$ cat src/rtl/stereo_bram_loader.sv
// Streams rectified ref/search pixel pairs into two ring-buffered row BRAMs (port A) for Disp_Map_Calc.
// Optional LOADER_ROWCNT_EN exposes the loaded-row counter as output rows_loaded.
module stereo_bram_loader #(
    parameter int NUM_OF_ROWS_IN_BRAM = 8,
    parameter int HRES                = 640,
    parameter int VRES                = 480,
    parameter int BRAM_DATA_WIDTH     = 16,
    parameter int BRAM_ADDR_WIDTH     = 13,
    parameter int BRAM_WE_WIDTH       = 1
) (
    input  logic                       clk,
    input  logic                       reset,
    input  logic                       frame_start,
    input  logic                       s_valid,
    output logic                       s_ready,
    input  logic [BRAM_DATA_WIDTH-1:0] s_data_ref,
    input  logic [BRAM_DATA_WIDTH-1:0] s_data_search,
    output logic                       en_ref,
    output logic                       en_search,
    output logic [BRAM_WE_WIDTH-1:0]   we_ref,
    output logic [BRAM_WE_WIDTH-1:0]   we_search,
    output logic [BRAM_ADDR_WIDTH-1:0] addr_ref,
    output logic [BRAM_ADDR_WIDTH-1:0] addr_search,
    output logic [BRAM_DATA_WIDTH-1:0] din_ref,
    output logic [BRAM_DATA_WIDTH-1:0] din_search,
    output logic                       busy_ref,
    output logic                       busy_search,
    output logic                       go,
    input  logic                       finished_row,
`ifdef LOADER_ROWCNT_EN
    output logic [$clog2(VRES+1)-1:0]  rows_loaded,
    output logic                       frame_done
`else
    output logic                       frame_done
`endif
);

    localparam int COL_W      = (HRES > 1) ? $clog2(HRES) : 1;
    localparam int ROW_W      = $clog2(VRES + 1);
    localparam int PRIME_ROWS = (VRES < NUM_OF_ROWS_IN_BRAM) ? VRES : NUM_OF_ROWS_IN_BRAM;
    localparam int DONE_CNT   = (VRES >= NUM_OF_ROWS_IN_BRAM) ? (VRES - NUM_OF_ROWS_IN_BRAM + 1) : 1;

    localparam logic [COL_W-1:0]           COL_LAST  = COL_W'(HRES - 1);
    localparam logic [ROW_W-1:0]           ROW_PRIME = ROW_W'(PRIME_ROWS);
    localparam logic [ROW_W-1:0]           ROW_VRES  = ROW_W'(VRES);
    localparam logic [ROW_W-1:0]           ROW_DONE  = ROW_W'(DONE_CNT);
    localparam logic [BRAM_ADDR_WIDTH-1:0] HRES_A    = BRAM_ADDR_WIDTH'(HRES);
    localparam logic [BRAM_ADDR_WIDTH-1:0] BASE_LAST = BRAM_ADDR_WIDTH'((NUM_OF_ROWS_IN_BRAM - 1) * HRES);

    localparam logic [2:0] ST_IDLE   = 3'd0;
    localparam logic [2:0] ST_PRIME  = 3'd1;
    localparam logic [2:0] ST_RUN    = 3'd2;
    localparam logic [2:0] ST_REFILL = 3'd3;
    localparam logic [2:0] ST_DRAIN  = 3'd4;

    logic [2:0]                 state;
    logic [COL_W-1:0]           col;
    logic [BRAM_ADDR_WIDTH-1:0] row_base;
    logic [ROW_W-1:0]           row_cnt;
    logic [ROW_W-1:0]           cons_cnt;
    logic                       wr_en;
    logic [BRAM_ADDR_WIDTH-1:0] wr_addr;
    logic [BRAM_DATA_WIDTH-1:0] wr_ref;
    logic [BRAM_DATA_WIDTH-1:0] wr_search;
    logic                       go_q;
    logic                       done_q;

    logic [ROW_W-1:0]           row_nxt;
    logic [ROW_W-1:0]           cons_nxt;
    logic                       loading;

    // row_base tracks slot*HRES incrementally so no multiplier is needed
    assign row_nxt  = row_cnt + ROW_W'(1);
    assign cons_nxt = cons_cnt + ROW_W'(1);
    assign loading  = (state == ST_PRIME) || (state == ST_REFILL);

    always_ff @(posedge clk) begin
        if (reset) begin
            state     <= ST_IDLE;
            col       <= '0;
            row_base  <= '0;
            row_cnt   <= '0;
            cons_cnt  <= '0;
            wr_en     <= 1'b0;
            wr_addr   <= '0;
            wr_ref    <= '0;
            wr_search <= '0;
            go_q      <= 1'b0;
            done_q    <= 1'b0;
        end else begin
            wr_en  <= 1'b0;
            done_q <= 1'b0;
            // go rises once the final priming write has left the port
            if (wr_en && ((state == ST_RUN) || (state == ST_DRAIN)))
                go_q <= 1'b1;
            case (state)
                ST_IDLE: begin
                    if (frame_start && !finished_row) begin
                        state    <= ST_PRIME;
                        col      <= '0;
                        row_base <= '0;
                        row_cnt  <= '0;
                        cons_cnt <= '0;
                    end
                end
                ST_PRIME, ST_REFILL: begin
                    if (s_valid) begin
                        wr_en     <= 1'b1;
                        wr_addr   <= row_base + BRAM_ADDR_WIDTH'(col);
                        wr_ref    <= s_data_ref;
                        wr_search <= s_data_search;
                        if (col == COL_LAST) begin
                            col      <= '0;
                            row_base <= (row_base == BASE_LAST) ? '0 : row_base + HRES_A;
                            row_cnt  <= row_nxt;
                            if (state == ST_REFILL)
                                state <= ST_RUN;
                            else if (row_nxt == ROW_VRES)
                                state <= ST_DRAIN;
                            else if (row_nxt == ROW_PRIME)
                                state <= ST_RUN;
                        end else begin
                            col <= col + COL_W'(1);
                        end
                    end
                end
                ST_RUN, ST_DRAIN: begin
                    if (finished_row) begin
                        cons_cnt <= cons_nxt;
                        if (cons_nxt >= ROW_DONE) begin
                            state  <= ST_IDLE;
                            done_q <= 1'b1;
                            go_q   <= 1'b0;
                        end else if (row_cnt < ROW_VRES) begin
                            state <= ST_REFILL;
                        end else begin
                            state <= ST_DRAIN;
                        end
                    end
                end
                default: state <= ST_IDLE;
            endcase
        end
    end

    assign s_ready     = loading;
    assign en_ref      = wr_en;
    assign en_search   = wr_en;
    assign we_ref      = {BRAM_WE_WIDTH{wr_en}};
    assign we_search   = {BRAM_WE_WIDTH{wr_en}};
    assign addr_ref    = wr_addr;
    assign addr_search = wr_addr;
    assign din_ref     = wr_ref;
    assign din_search  = wr_search;
    assign busy_ref    = (state == ST_IDLE) || loading || wr_en;
    assign busy_search = (state == ST_IDLE) || loading || wr_en;
    assign go          = go_q;
    assign frame_done  = done_q;

`ifdef LOADER_ROWCNT_EN
    assign rows_loaded = row_cnt;
`endif

endmodule

$ cat config.mk
export PLATFORM = sky130hd
export DESIGN_NAME = stereo_bram_loader
export DESIGN_NICKNAME = d
export VERILOG_FILES = /design/src/rtl/stereo_bram_loader.sv
export SDC_FILE = /design/constraint.sdc
export NUM_CORES = 1
export LEC_CHECK = 0
export BUFFER_PORTS_ARGS = -buffer_cell sky130_fd_sc_hd__buf_2
export CORE_ASPECT_RATIO = 0.7
export CORE_MARGIN = 4
export CORE_UTILIZATION = 57
export DETAILED_ROUTE_END_ITERATION = 8
export PLACE_DENSITY = 0.95
export SLEW_MARGIN = 30
export SYNTH_ARGS = -nofsm -noshare
export SYNTH_HDL_FRONTEND = slang
export SYNTH_SLANG_ARGS = --single-unit
$ cat constraint.sdc
create_clock -name clk -period 6.3 [get_ports clk]
set_clock_uncertainty 0.1 [all_clocks]
set_input_delay 0.315 -clock clk [delete_from_list [all_inputs] [get_ports clk]]
set_output_delay 0.315 -clock clk [all_outputs]
set_load 0.1 [all_outputs]
# Word-level counts from Yosys, hierarchy flattened
# Index checks and enable logic that the tools add are counted.
# classes
n_addsub	5
shift	0
order_cmp	2
n_reduce_logical	19
n_div	0
bitwise	3
n_mul	0
eq_ne	13
mux	31
# op_table
cell	n
$mux W13	4
$mux W9	4
$pmux W9 S2	2
$mux W10	3
$mux W3	9
$pmux W13 S2	1
$pmux W10 S2	1
$add A9 B1 Y9 const B	2
$add A13 B10 Y13	1
$add A13 B10 Y13 const B	1
$eq A13 B13 Y1 const B	1
$add A10 B1 Y10 const B	1
$eq A10 B10 Y1 const B	1
$eq A9 B4 Y1 const B	1
$eq A9 B9 Y1 const B	1
$ge A9 B9 Y1 const B	1
$lt A9 B9 Y1 const B	1
$pmux W3 S3	1
$ne A2 B2 Y1 const B	4
$eq A3 B2 Y1 const B	2
$mux W1	6
$reduce_and A3 Y1	2
$reduce_or A2 Y1	3
$reduce_and A5 Y1	1
other kinds (12)	19
# totals
latch_bits	0
reg_bits	92
mem_count	0
romBits	0
ramBits	0
wordCells	84

# Logic depth before layout (Yosys ltp)
# depth
word_depth	8
ltp_mapped	9
depth_no_buf	8

# Worst setup path before layout
# Ideal clock, no wire load.
# synth_path
kind	register to output
from	register state[0]
to	output busy_search
required_ps	5885
n_path_buf	2
stages_incl_launch_ff	5
t_arrival_ps	2557
path_slack_ps	3328
path_cell_list	dfxtp_1 > buf_2 > nor2b_1 > o21bai_1 > buf_4
# synth_between
elab_chain_len	4
word_cells_on_any_way	6
cone_classes	eq/ne (2); reduce/logical (4)
# synth_lines
element	line_no	source
start: declaration	56	logic [2:0] state;
start signal: assignment	79	state <= ST_IDLE;
start signal: assignment	99	state <= ST_PRIME;
start signal: assignment	117	state <= ST_RUN;
$eq A3 B1 Y1 / $eq A3 B2 Y1 (equally long branches)	75	assign loading = (state == ST_PRIME) || (state == ST_REFILL);
$logic_or A1 B1 Y1	75	
$logic_or A1 B1 Y1 * (2 in series)	--	
end: declaration	27	output logic busy_search,
# Every way passes the cells marked *; elsewhere a longest branch is shown, timed or not.

# Final worst setup path
# layout_path
from	register state[0]
to	register row_base[10]
# layout_between
elab_chain_len	4
word_cells_on_any_way	10
cone_classes	eq/ne (5); mux (1); reduce/logical (4)
# layout_lines
element	line_no	source
$eq A3 B1 Y1 / $eq A3 B2 Y1 (equally long branches)	96	case (state)
$reduce_or A2 Y1	96	
$ne A2 B2 Y1 (no source line) / $reduce_bool A2 Y1 (equally long branches)	--	
$reduce_and A4 Y1 (no source line)	--	
end signal: assignment	114	row_base <= (row_base == BASE_LAST) ? '0 : row_base + HRES_A;
end: declaration	58	logic [BRAM_ADDR_WIDTH-1:0] row_base;
# Parallel ways exist; a longest one is shown, timed or not.
# A chain may end at the register's enable or synchronous reset.

==> results.py <==
metrics = {
    "global_routing": {
        "grt_max_degree": 77,
        "antenna_found_initial": 0,
        "grt_pass1_vias": 3540,
        "grt_pass1_wl_um": 16300,
        "grt_usage_pct": 23.2,
        "grt-ovfl-total": 0,
    },
    "min_path": {
        "hp-class": "in -> reg",
    },
    "worst_setup_path": {
        "slowest_delay_ps": 580,
        "timing.critical_path.to_type": "register",
        "reg2reg_slack_ps": 3730,
        "critPathRequiredTime_ps": 6460,
        "cp_slowest_cell": "or4b_4",
        "path_cells": "or4b_4 > a21o_1 > a21oi_2 > o21ai_0 > xnor2_1 > and2_1",
        "cpLargestDelayFamily": "compound AO/OA/AOI/OAI gates",
        "cp-start-kind": "register",
        "crit_arrival_ps": 2730,
        "cp_num_buf_inv": 0,
        "crit_path_max_fanout": 13,
        "critical_path_class": "reg -> reg",
    },
    "clock_network": {
        "clockBufferDepth": 2,
        "ctsHoldBuffers": 0,
        "cts_tree": "built",
        "cts_resized": 0,
        "clk_latency_ps": 370,
        "clock-sinks": 85,
        "root_buffer": "clkbuf_8",
        "htree_num_levels": 3,
        "numCtsBuffers": 9,
        "clk_pin_slew_ps": 100,
        "post-cts-setup-buffer-count": 0,
    },
    "floorplan": {
        "dieHeight_um": 78.9,
        "initial_utilization_pct": 59.5,
        "io_pins": 104,
        "core-area_um2": 6880,
        "die_width_um": 109,
        "placementRows": 25,
        "dieArea_um2": 8630,
    },
    "placement": {
        "dp.cells": 670,
        "port_buffers": 103,
        "place_hpwl_um": 6940,
        "gp_congestion": 0.932,
        "preCtsSetupSlack_ps": 3640,
    },
    "timing": {
        "setup_violations": 0,
        "slew_viol_final": 0,
        "max-slew-margin-rel_pct": 49.6,
        "hold_violations": 0,
        "max_freq_mhz": 389,
        "period_share_pct": 40.8,
        "worstMarginPinSlew_ps": 756,
        "period_minus_slack_ps": 2570,
        "fin_ws_ps": 3730,
        "rsz0062_at_grt": "false",
        "setup_tns_ps": 0,
    },
    "synthesis": {
        "seq_area_frac_synth_pct": 41.5,
        "syn-num-nets": 565,
        "yosys-top-cells-area": "dfxtp_1 42%, nand2_1 9.8%, a21oi_1 7.8%",
        "ys_ff_latch": 85,
        "syn_area_per_cell_um2": 7.90,
        "synth_ff_type": "dfxtp_1",
        "synthCells": 519,
        "synth_warnings": 0,
        "synthArstFlopShare_pct": 0,
        "synth_edf_count": 0,
        "synth.top_cell.area_share_pct": 41.5,
        "synthDistinctLibCells": 57,
        "synth_top_area_cell": "dfxtp_1",
        "synthesis.area_um2": 4100,
    },
    "layout": {
        "final_cell_mix": "107 x nand2_1, 103 x buf_2, 85 x dfxtp_1",
        "area_delta_synth_final_pct": 14.6,
        "stdcell_count": 687,
        "final_nets": 634,
        "diodes": 0,
        "mostFrequentLayoutCell": "nand2_1",
        "layout-drive-gt1-share_pct": 23.3,
        "num-fill-cells": 540,
    },
    "drt": {
        "antenna_left": 0,
        "vias": 3912,
        "wirelength_um": 10000,
        "wire_per_inst_um": 14.6,
        "drtIter0Drc": 336,
        "firstDrtPassIters": 5,
        "vias_per_cell": 5.69,
        "drc": 0,
    },
    "power": {
        "seq_power_share_pct": 48.9,
        "clock_power_share_pct": 32.3,
        "power_switching_mw": 0.397,
        "vdd_drop_max_uv": 145,
        "pwr-share-comb_pct": 18.7,
        "intPower_mw": 0.760,
        "swShare_pct": 34.3,
        "cellLeakagePower_nw": 1.86,
        "p_per_area_nw_per_um2": 246,
    },
    "run_status": {
        "status": "complete, no violations",
    },
    "job": {
        "cap_violations": 0,
    },
}
[flip-flops by register name (all words and copies together) (netlist names)]
register / cells
row_cnt: 9
go: 1
din_ref: 16
frame_done: 1
addr_ref: 13
din_search: 16
col: 10
state: 3
en_ref: 1
row_base: 6
cons_cnt: 9
[per-stage QoR]
step	instance area, um2	hold WS, ps	utilization (%)	power (mW)
2_1_floorplan	4100	350	-	0.753
3_3_place_gp	4490	339	65.2	0.784
3_5_place_dp	4490	344	65.2	0.792
4_1_cts	4680	67.0	68.0	1.16
5_1_grt	4700	69.0	68.2	1.19
6_report	4700	70.3	68.2	1.16
[metal layers]
| layer | GRT usage (%) | vias to the layer above | wire [um] |
|---|---|---|---|
| li1 | - | 1907 | - |
| met1 | 29.4 | 1794 | 4130 |
| met2 | 38.1 | 185 | 4880 |
| met3 | 5.28 | 26 | 826 |
| met4 | 9.59 | 0 | 195 |
| met5 | 0 | - | 0 |
[worst paths after layout]
path,startpoint,endpoint,cells after the start
worst max-delay path,state[0],row_base[10],6
worst min-delay path,s_data_ref[10],din_ref[10],3
worst max register to register,state[0],row_base[10],6
worst min register to register,din_search[8],din_search[8],2
[kinds of logic after synthesis]
group / Yosys count / share of synthesized area (%)
AO/OA/AOI/OAI: 121 / 17.6
buffers and inverters: 54 / 6.99
AND/OR/NAND/NOR: 225 / 25.5
flip-flops: 85 / 41.5
adder cells (fa/ha/maj): 9 / 2.75
multiplexers: 6 / 1.56
XOR/XNOR: 19 / 4.06
[worst register-to-register path, stage by stage (launching register included)]
cell and delay [ps]:
dfxtp_1 460, or4b_4 580, a21o_1 280, a21oi_2 460
o21ai_0 230, xnor2_1 190, and2_1 180
[final cells by class]
cell class | count | area, um2 | share of cell area (%)
Clock inverter | 6 | 53.8 | 1.15
Inverter | 6 | 22.5 | 0.480
Tap cell | 94 | 118 | 2.50
Timing Repair Buffer | 106 | 546 | 11.6
Clock buffer | 10 | 138 | 2.93
Sequential cell | 85 | 1700 | 36.2
Multi-Input combinational cell | 380 | 2120 | 45.1
[cells in the mapped netlist, drive strengths merged (3+ instances only)]
| library cell | n |
|---|---|
| nand3 | 9 |
| nor3 | 10 |
| and2 | 6 |
| nor4b | 4 |
| clkbuf | 21 |
| and4 | 3 |
| ha | 9 |
| or3 | 7 |
| nor2 | 44 |
| mux2 | 3 |
| inv | 6 |
| nand4 | 5 |
| dfxtp | 85 |
| or2 | 3 |
| and3 | 4 |
| a31oi | 3 |
| nand2b | 7 |
| a211oi | 4 |
| a21oi | 65 |
| o21ai | 23 |
| buf | 27 |
| mux2i | 3 |
| xor2 | 4 |
| nor3b | 3 |
| nor2b | 6 |
| nand2 | 107 |
| xnor2 | 15 |
| o31ai | 3 |
| nor4 | 3 |
[power by group through the flow]
stage / sequential, mW / combinational (mW) / clock (mW)
final: 0.566 / 0.217 / 0.374
after global routing: 0.567 / 0.229 / 0.395
after CTS: 0.565 / 0.215 / 0.375
after detailed placement: 0.578 / 0.214 / 0
after global placement: 0.576 / 0.208 / 0
after floorplan: 0.645 / 0.108 / 0
Note: power is estimated with default switching activity, not from simulation.
